[src/rtl/ft600_pkg.sv]
// Shared constants, state type and byte-lane helper for the FT600 receive block assembler.
package ft600_pkg;

  localparam int BLOCK_BYTES_DEF = 16;
  localparam int BYTE_W          = 8;
  localparam int WORD_W          = 16;
  localparam int BE_W            = 2;

  typedef enum logic {
    FILL       = 1'b0,
    FLUSH_PEND = 1'b1
  } state_t;

  // Enabled bytes of one FT600 word, packed towards b0 in lane order.
  typedef struct packed {
    logic [1:0]        cnt;
    logic [BYTE_W-1:0] b0;
    logic [BYTE_W-1:0] b1;
  } lanes_t;

  // Turn a word plus byte enables into a byte count and the bytes in arrival order.
  function automatic lanes_t compact_lanes(input logic [WORD_W-1:0] data,
                                           input logic [BE_W-1:0]   be);
    lanes_t r;
    r = '0;
    case (be)
      2'b01: begin
        r.cnt = 2'd1;
        r.b0  = data[7:0];
      end
      2'b10: begin
        r.cnt = 2'd1;
        r.b0  = data[15:8];
      end
      2'b11: begin
        r.cnt = 2'd2;
        r.b0  = data[7:0];
        r.b1  = data[15:8];
      end
      default: r.cnt = 2'd0;
    endcase
    return r;
  endfunction

endpackage

[src/rtl/ft600_rx_block_assembler.sv]
// Packs FT600 16-bit receive words (with byte enables) into fixed-size blocks.
// A full block moves to the output register on the same edge the accumulator
// completes; a flush emits the partial block, zero-padded, once the output frees.
//
// Handshakes: a transfer happens on a rising edge where valid && ready are both 1;
// once a producer raises valid it holds data stable until that edge, and ready may
// depend on state but never on the partner's valid.
module ft600_rx_block_assembler
  import ft600_pkg::*;
#(
  parameter int BLOCK_BYTES = BLOCK_BYTES_DEF,
  localparam int CW = $clog2(BLOCK_BYTES) + 1
) (
  input  logic                          ftdi_clk,
  input  logic                          rst,
  input  logic                          in_valid,
  output logic                          in_ready,
  input  logic [WORD_W-1:0]             in_data,
  input  logic [BE_W-1:0]               in_be,
  input  logic                          flush,
  output logic                          blk_valid,
  input  logic                          blk_ready,
  output logic [BYTE_W*BLOCK_BYTES-1:0] blk_data,
  output logic [CW-1:0]                 blk_count,
  output state_t                        dbg_state,
  output logic [CW-1:0]                 dbg_acc_count
);

  state_t                        state_q, state_d;
  logic [BYTE_W*BLOCK_BYTES-1:0] acc_q, merged, acc_after;
  logic [CW-1:0]                 acc_count_q, acc_count_after, add_n, sum;
  lanes_t                        lanes;
  logic                          take, complete, out_free, load_partial;

  assign dbg_state     = state_q;
  assign dbg_acc_count = acc_count_q;

  // State register.
  always_ff @(posedge ftdi_clk) begin
    if (rst) state_q <= FILL;
    else     state_q <= state_d;
  end

  // Next state: a flush only arms when bytes remain after this cycle's word.
  always_comb begin
    state_d = state_q;
    case (state_q)
      FILL:       if (flush && (acc_count_after != '0)) state_d = FLUSH_PEND;
      FLUSH_PEND: if (out_free) state_d = FILL;
      default:    state_d = FILL;
    endcase
  end

  // FSM outputs: input back-pressure and the partial-block load strobe.
  always_comb begin
    out_free     = !blk_valid || blk_ready;
    in_ready     = !rst && (state_q == FILL) &&
                   !(!out_free && (acc_count_q >= CW'(BLOCK_BYTES - 2)));
    take         = in_valid && in_ready;
    load_partial = (state_q == FLUSH_PEND) && out_free;
  end

  // Merge the accepted bytes at the fill point and split off any overflow byte.
  always_comb begin
    lanes  = compact_lanes(in_data, in_be);
    add_n  = take ? CW'(lanes.cnt) : '0;
    sum    = acc_count_q + add_n;
    merged = acc_q;
    for (int k = 0; k < BLOCK_BYTES; k++) begin
      if (take && (lanes.cnt != 2'd0) && (CW'(k) == acc_count_q))
        merged[BYTE_W*k +: BYTE_W] = lanes.b0;
      if (take && (lanes.cnt == 2'd2) && (CW'(k) == acc_count_q + CW'(1)))
        merged[BYTE_W*k +: BYTE_W] = lanes.b1;
    end
    complete = (sum >= CW'(BLOCK_BYTES));
    if (complete) begin
      acc_count_after = sum - CW'(BLOCK_BYTES);
      acc_after       = '0;
      if (sum > CW'(BLOCK_BYTES)) acc_after[BYTE_W-1:0] = lanes.b1;
    end else begin
      acc_count_after = sum;
      acc_after       = merged;
    end
  end

  // Accumulator and output register; bytes past acc_count are kept zero.
  always_ff @(posedge ftdi_clk) begin
    if (rst) begin
      acc_q       <= '0;
      acc_count_q <= '0;
      blk_valid   <= 1'b0;
      blk_data    <= '0;
      blk_count   <= '0;
    end else if (load_partial) begin
      blk_valid   <= 1'b1;
      blk_data    <= acc_q;
      blk_count   <= acc_count_q;
      acc_q       <= '0;
      acc_count_q <= '0;
    end else begin
      acc_q       <= acc_after;
      acc_count_q <= acc_count_after;
      if (complete) begin
        blk_valid <= 1'b1;
        blk_data  <= merged;
        blk_count <= CW'(BLOCK_BYTES);
      end else if (blk_ready) begin
        blk_valid <= 1'b0;
      end
    end
  end

endmodule
[config.mk]
export PLATFORM = sky130hd
export DESIGN_NAME = ft600_rx_block_assembler
export DESIGN_NICKNAME = d
export VERILOG_FILES = /design/src/rtl/ft600_pkg.sv /design/src/rtl/ft600_rx_block_assembler.sv
export SDC_FILE = /design/constraint.sdc
export NUM_CORES = 1
export LEC_CHECK = 0
export CORE_MARGIN = 2
export CORE_UTILIZATION = 49
export DETAILED_ROUTE_END_ITERATION = 10
export PLACE_DENSITY = 0.76
export SYNTH_ARGS = -nofsm -noshare
export SYNTH_HDL_FRONTEND = slang
export SYNTH_SLANG_ARGS = --single-unit
[constraint.sdc]
create_clock -name ftdi_clk -period 3.15 [get_ports ftdi_clk]
set_input_delay 0.7875 -clock ftdi_clk [delete_from_list [all_inputs] [get_ports ftdi_clk]]
set_output_delay 0.7875 -clock ftdi_clk [all_outputs]
set_load 0.05 [all_outputs]
# Word level (Yosys, flattened, before mapping)
# Cells that the tools add are included.
# op_classes
n_addsub	3
magnitude_cmp	3
eq_ne	34
n_mux	49
n_bitwise	1
reduce_logical	55
# ops
op	n
8-bit 2-to-1 mux	35
128-bit 2-to-1 mux	2
4-bit by 5-bit == test with 1-bit output (first input constant)	16
3-bit by 5-bit == test with 1-bit output (first input constant)	8
1-bit logical AND	40
2-bit by 5-bit == test with 1-bit output (first input constant)	4
8-bit one-hot mux with 2 select lines	1
5-bit 2-to-1 mux	3
1-bit by 5-bit == test with 1-bit output (first input constant)	2
5-bit zero test	2
2-bit == test (second input constant)	3
2-bit OR reduction	3
5-bit by 1-bit adder with 5-bit output (second input constant)	1
5-bit by 2-bit adder with 5-bit output	1
5-bit by 4-bit greater-or-equal comparator with 1-bit output (second input constant)	1
5-bit greater-or-equal comparator (second input constant)	1
5-bit greater-than comparator (second input constant)	1
1-bit 2-to-1 mux	5
5-bit nonzero test	1
5-bit subtractor (second input constant)	1
1-bit zero test	4
2-bit one-hot mux with 2 select lines	1
2-bit nonzero test	2
3-bit nonzero test	1
6 further kinds	6
# word_totals
reg_bits	268
inputBits	23
out_inout_bits	141
word_cells	152

# Longest topological paths before layout
# depth
ltp_word	15
mapped_depth	14
ltp_nobuf	12

# Worst setup path after synthesis
# OpenSTA, ideal clock, no wires.
# synth_timing
path_type	input to register
start	input port blk_ready
end	register blk_data[111]
setup_ns	0.112
arrival_time_ns	4.396
required_ns	3.038
slack_ns	-1.358
stages	13
n_path_buf	2
path_cell_list	nand2b_1 > clkbuf_1 > nor3_1 > nor3_1 > and3_1 > ha_1 > inv_1 > fa_1 > nand3b_2 > o21ai_2 > clkbuf_1 > o22ai_1 > a2111oi_1
# synth_via
elab_chain_len	12
word_cells_on_any_way	19
classes_between	add/sub (1); order compare (1); mux (5); reduce/logical (12)
# synth_lines
item	line_no	rtl
start: declaration	ft600_rx_block_assembler.sv:22	input logic blk_ready,
1-bit logical OR (*)	ft600_rx_block_assembler.sv:56	out_free = !blk_valid || blk_ready;
1-bit zero test (*)	ft600_rx_block_assembler.sv:58	!(!out_free && (acc_count_q >= CW'(BLOCK_BYTES - 2)));
1-bit logical AND (*)	ft600_rx_block_assembler.sv:58	
1-bit zero test (*)	ft600_rx_block_assembler.sv:58	
1-bit logical AND (*)	ft600_rx_block_assembler.sv:57	in_ready = !rst && (state_q == FILL) &&
net in_ready	ft600_rx_block_assembler.sv:17	output logic in_ready,
1-bit logical AND (*)	ft600_rx_block_assembler.sv:59	take = in_valid && in_ready;
branches (longest 6 deep; another with 5-bit by 2-bit adder with 5-bit output)	-	
end signal: assignment	ft600_rx_block_assembler.sv:96	blk_data <= acc_q;
end signal: assignment	ft600_rx_block_assembler.sv:105	blk_data <= merged;
end: declaration	ft600_rx_block_assembler.sv:23	output logic [BYTE_W*BLOCK_BYTES-1:0] blk_data,
# Mark *: on every way through the listed nets, which the timed path passes. The select of a mux whose other input is x is not followed.
# A chain may end at the register's enable or synchronous reset.

# Worst setup path after layout
# layout_timing
start	input port blk_ready
end	register blk_data[106]
# layout_via
elab_chain_len	12
word_cells_on_any_way	19
classes_between	add/sub (1); order compare (1); mux (5); reduce/logical (12)
# layout_lines
item	line_no
1-bit logical OR (*)	ft600_rx_block_assembler.sv:56
branches (longest 11 deep; another with 5-bit by 2-bit adder with 5-bit output)	-
# Mark *: on every way between the ends. The select of a mux whose other input is x is not followed.

==> impl_metrics.env <==
export IMPL_outcome="finished, final reports clean"
export IMPL_num_antenna_cells=0
export IMPL_syn_area_sq_um=11400
export IMPL_setup_viol=0
export IMPL_critPathKind="in -> reg"
export IMPL_clk_pin_slew_ns=0.06
export IMPL_antenna_found_initial=0
export IMPL_synth_nets=1366
export IMPL_area_delta_synth_final_pct=32.3
export IMPL_path_max_fanout=6
export IMPL_finalWorstPathRequiredPeriod_ns=3.09
export IMPL_ys_ff_latch=267
export IMPL_grt_max_degree=60
export IMPL_cp_required_ns=3.57
export IMPL_die_area_sq_um=24600
export IMPL_dr_first_iter_drc_count=1197
export IMPL_io_buffer_count=162
export IMPL_synth_area_leaders="dfxtp_1, a211oi_1, nor2_1"
export IMPL_htree_num_levels=1
export IMPL_synthFlopType="dfxtp_1"
export IMPL_first_pass_iters=5
export IMPL_ff2ff_path_depth=11
export IMPL_rsz0062_at_grt="false"
export IMPL_clock_latency_ns=0.55
export IMPL_fp_coreArea_sq_um=22800
export IMPL_synth_cell_types=67
export IMPL_final_area_sq_um=15100
export IMPL_worstHoldEndpoint="blk_data[24]"
export IMPL_placementRows=55
export IMPL_ys_warn_count=0
export IMPL_via_count=11300
export IMPL_vdd_ir_drop_max_v=0.000409
export IMPL_place_ws_ns=-0.488
export IMPL_ant_nets=0
export IMPL_die_h_um=157
export IMPL_max_freq_ghz=0.324
export IMPL_hpwl_um=27000
export IMPL_yosys_top_cells_count="dfxtp_1, nor2_1, nand2_1, a21oi_1, a211oi_1"
export IMPL_ioPinCount=164
export IMPL_layout_nets=1588
export IMPL_synth_largest_area_cell="dfxtp_1"
export IMPL_synthCells=1335
export IMPL_track_usage_pct=30.8
export IMPL_cts_tree="built"
export IMPL_cp_start_kind="primary input"
export IMPL_yosysSeqAreaShare_pct=46.7
export IMPL_yosysTopAreaCellShare_pct=46.7
export IMPL_clock_path_buffers=3
export IMPL_fin_cells=1891
export IMPL_power_mw=7.98
export IMPL_chipWidth_um=157
export IMPL_grt_pass1_vias=10600
export IMPL_gp_congestion=1.00
export IMPL_wl_met1_um=16000
export IMPL_hp_class="reg -> reg"
export IMPL_start_util_pct=50.2
export IMPL_relSlewSlack_pct=59.7
export IMPL_vias_per_cell=5.99
export IMPL_r2r_end="blk_data[106]"
export IMPL_maxCapViolations=0
export IMPL_slew_violations=0
export IMPL_arrival_ns=3.51
export IMPL_min_path_cells=2
export IMPL_cts_hold_buf=0
export IMPL_p_per_area_nw_per_um2=528
export IMPL_placed_area_sq_um=14200
export IMPL_wl_per_cell_um=20.4
export IMPL_cts_root_buf="clkbuf_16"
export IMPL_hold_viol=0
export IMPL_r2r_setup_slack_ns=0.44
export IMPL_cts_sinks=267
export IMPL_top_layer="met4"
export IMPL_finalWorstSetupSlack_ns=0.0595
export IMPL_grt_ovfl_total=0
export IMPL_grt_pass1_wl_um=59300
export IMPL_synth_edff_count=0
export IMPL_timing_final_crit_share_pct=98.1
export IMPL_holdCritStartpoint="blk_data[24]"
export IMPL_regToRegStartpoint="dbg_acc_count[1]"
export IMPL_wl_um=38600
export IMPL_async_flop_share_pct=0
export IMPL_route_met2_wl_um=17200
export IMPL_met3_length_um=3710
export IMPL_layout_drive_gt1_share_pct=15.2
export IMPL_worst_pin_slew_ns=0.604
export IMPL_numCtsBuffers=27
export IMPL_postSynthAreaPerCell_sq_um=8.57
export IMPL_endpoint_kind="flop"
export IMPL_drc=0
export IMPL_skew_ns=0.0124
export IMPL_yosysMostFrequentCell="dfxtp_1"
export IMPL_placed_cells=1839
export IMPL_leakage_nw=6.05
-- sequential cells by signal, indices dropped and copies added (netlist names) --
signal and flops:
acc_q 128, blk_data 128, blk_count 5, dbg_acc_count 4, blk_valid 1, dbg_state 1
-- layout by cell type, fill, tap and decap left out, types with 4 or more instances in the layout --
master,Yosys,layout
o21ai_0,41,40
buf_12,0,8
a211oi_1,93,93
a2111oi_1,1,5
a211oi_2,5,5
nor2b_1,6,6
nand2_1,149,148
inv_1,8,7
a32oi_1,5,5
o21ai_1,3,4
and2_1,14,14
mux2i_1,56,56
clkbuf_8,0,10
nor2_1,172,170
a2bb2oi_1,7,7
o22ai_1,68,67
or3_1,7,7
o211ai_1,5,5
a22oi_1,13,13
clkbuf_1,69,7
buf_4,4,145
clkdlybuf4s50_1,0,159
a21oi_1,126,126
a31oi_1,14,14
dfxtp_1,267,267
nor3_1,52,50
ha_1,7,6
clkbuf_16,0,27
mux2_2,4,4
and3_1,27,27
nand3_1,6,6
o221ai_1,6,6
-- through the flow --
stage	TNS [ns]	util, %	hold slack (ns)
floorplan	-24.87	-	0.433
global placement	-80.30	62.3	0.439
detailed placement	-99.39	62.3	0.444
CTS	0	66.2	0.451
global route	0	66.4	0.468
finish	0	66.4	0.448
-- power breakdown --
group / total (mW) / internal [mW] / switching [mW]
sequential: 3.53 / 3.46 / 0.0648
combinational: 1.21 / 0.404 / 0.809
clock: 3.25 / 1.90 / 1.35
total: 7.98 / 5.76 / 2.22
-- how the worst max path moves through the flow --
stage | start | to | slack [ns] | cells after the start
after CTS | in_be[1] | blk_data[6] | 0.06 | 12
after global placement | in_be[1] | blk_data[84] | -0.38 | 12
after global routing | blk_ready | blk_data[106] | 0.02 | 12
after floorplan | blk_ready | blk_data[111] | -0.21 | 13
after detailed placement | in_be[1] | blk_data[86] | -0.49 | 12
final | blk_ready | blk_data[106] | 0.06 | 12
-- repair_timing --
item / in CTS / in global routing
gates resized for setup: 0 / 12
endpoints found under the setup margin: 0 / 108
buffers inserted: 0 / 1
-- worst max-delay path, stage by stage --
cell	delay, ns
clkdlybuf4s50_1	0.49
nand2b_4	0.15
nor3_4	0.04
nor3_4	0.20
and3_1	0.19
ha_2	0.19
inv_2	0.04
fa_2	0.36
nand3b_4	0.22
o21ai_2	0.28
o22ai_1	0.18
a2111oi_0	0.39
-- layout make-up --
class / count / area [sq um]
fill: 1866 / 7650
multi-input combinational: 937 / 5580
clock inverter: 6 / 61.3
clock buffer: 44 / 840
sequential: 267 / 5350
inverter: 9 / 33.8
tap: 313 / 392
timing repair buffer: 315 / 2880
-- logic make-up after synthesis --
kind of cell               synth area share, %
AOI/OAI and AO/OA                         23.0
xor gates and xnor gates                 0.230
adders and majority gates                0.941
buffers and inverters                     5.24
DFF                                       46.7
muxes                                     5.30
other                                   0.0328
and+or+nand+nor                           18.6
-- metal layers --
metal	track usage [%]	vias to the layer above
li1	-	5260
met1	42.1	5320
met2	47.8	619
met3	5.73	119
met4	13.0	0
met5	0	-
No activity file was read; power rests on OpenSTA's default activity.
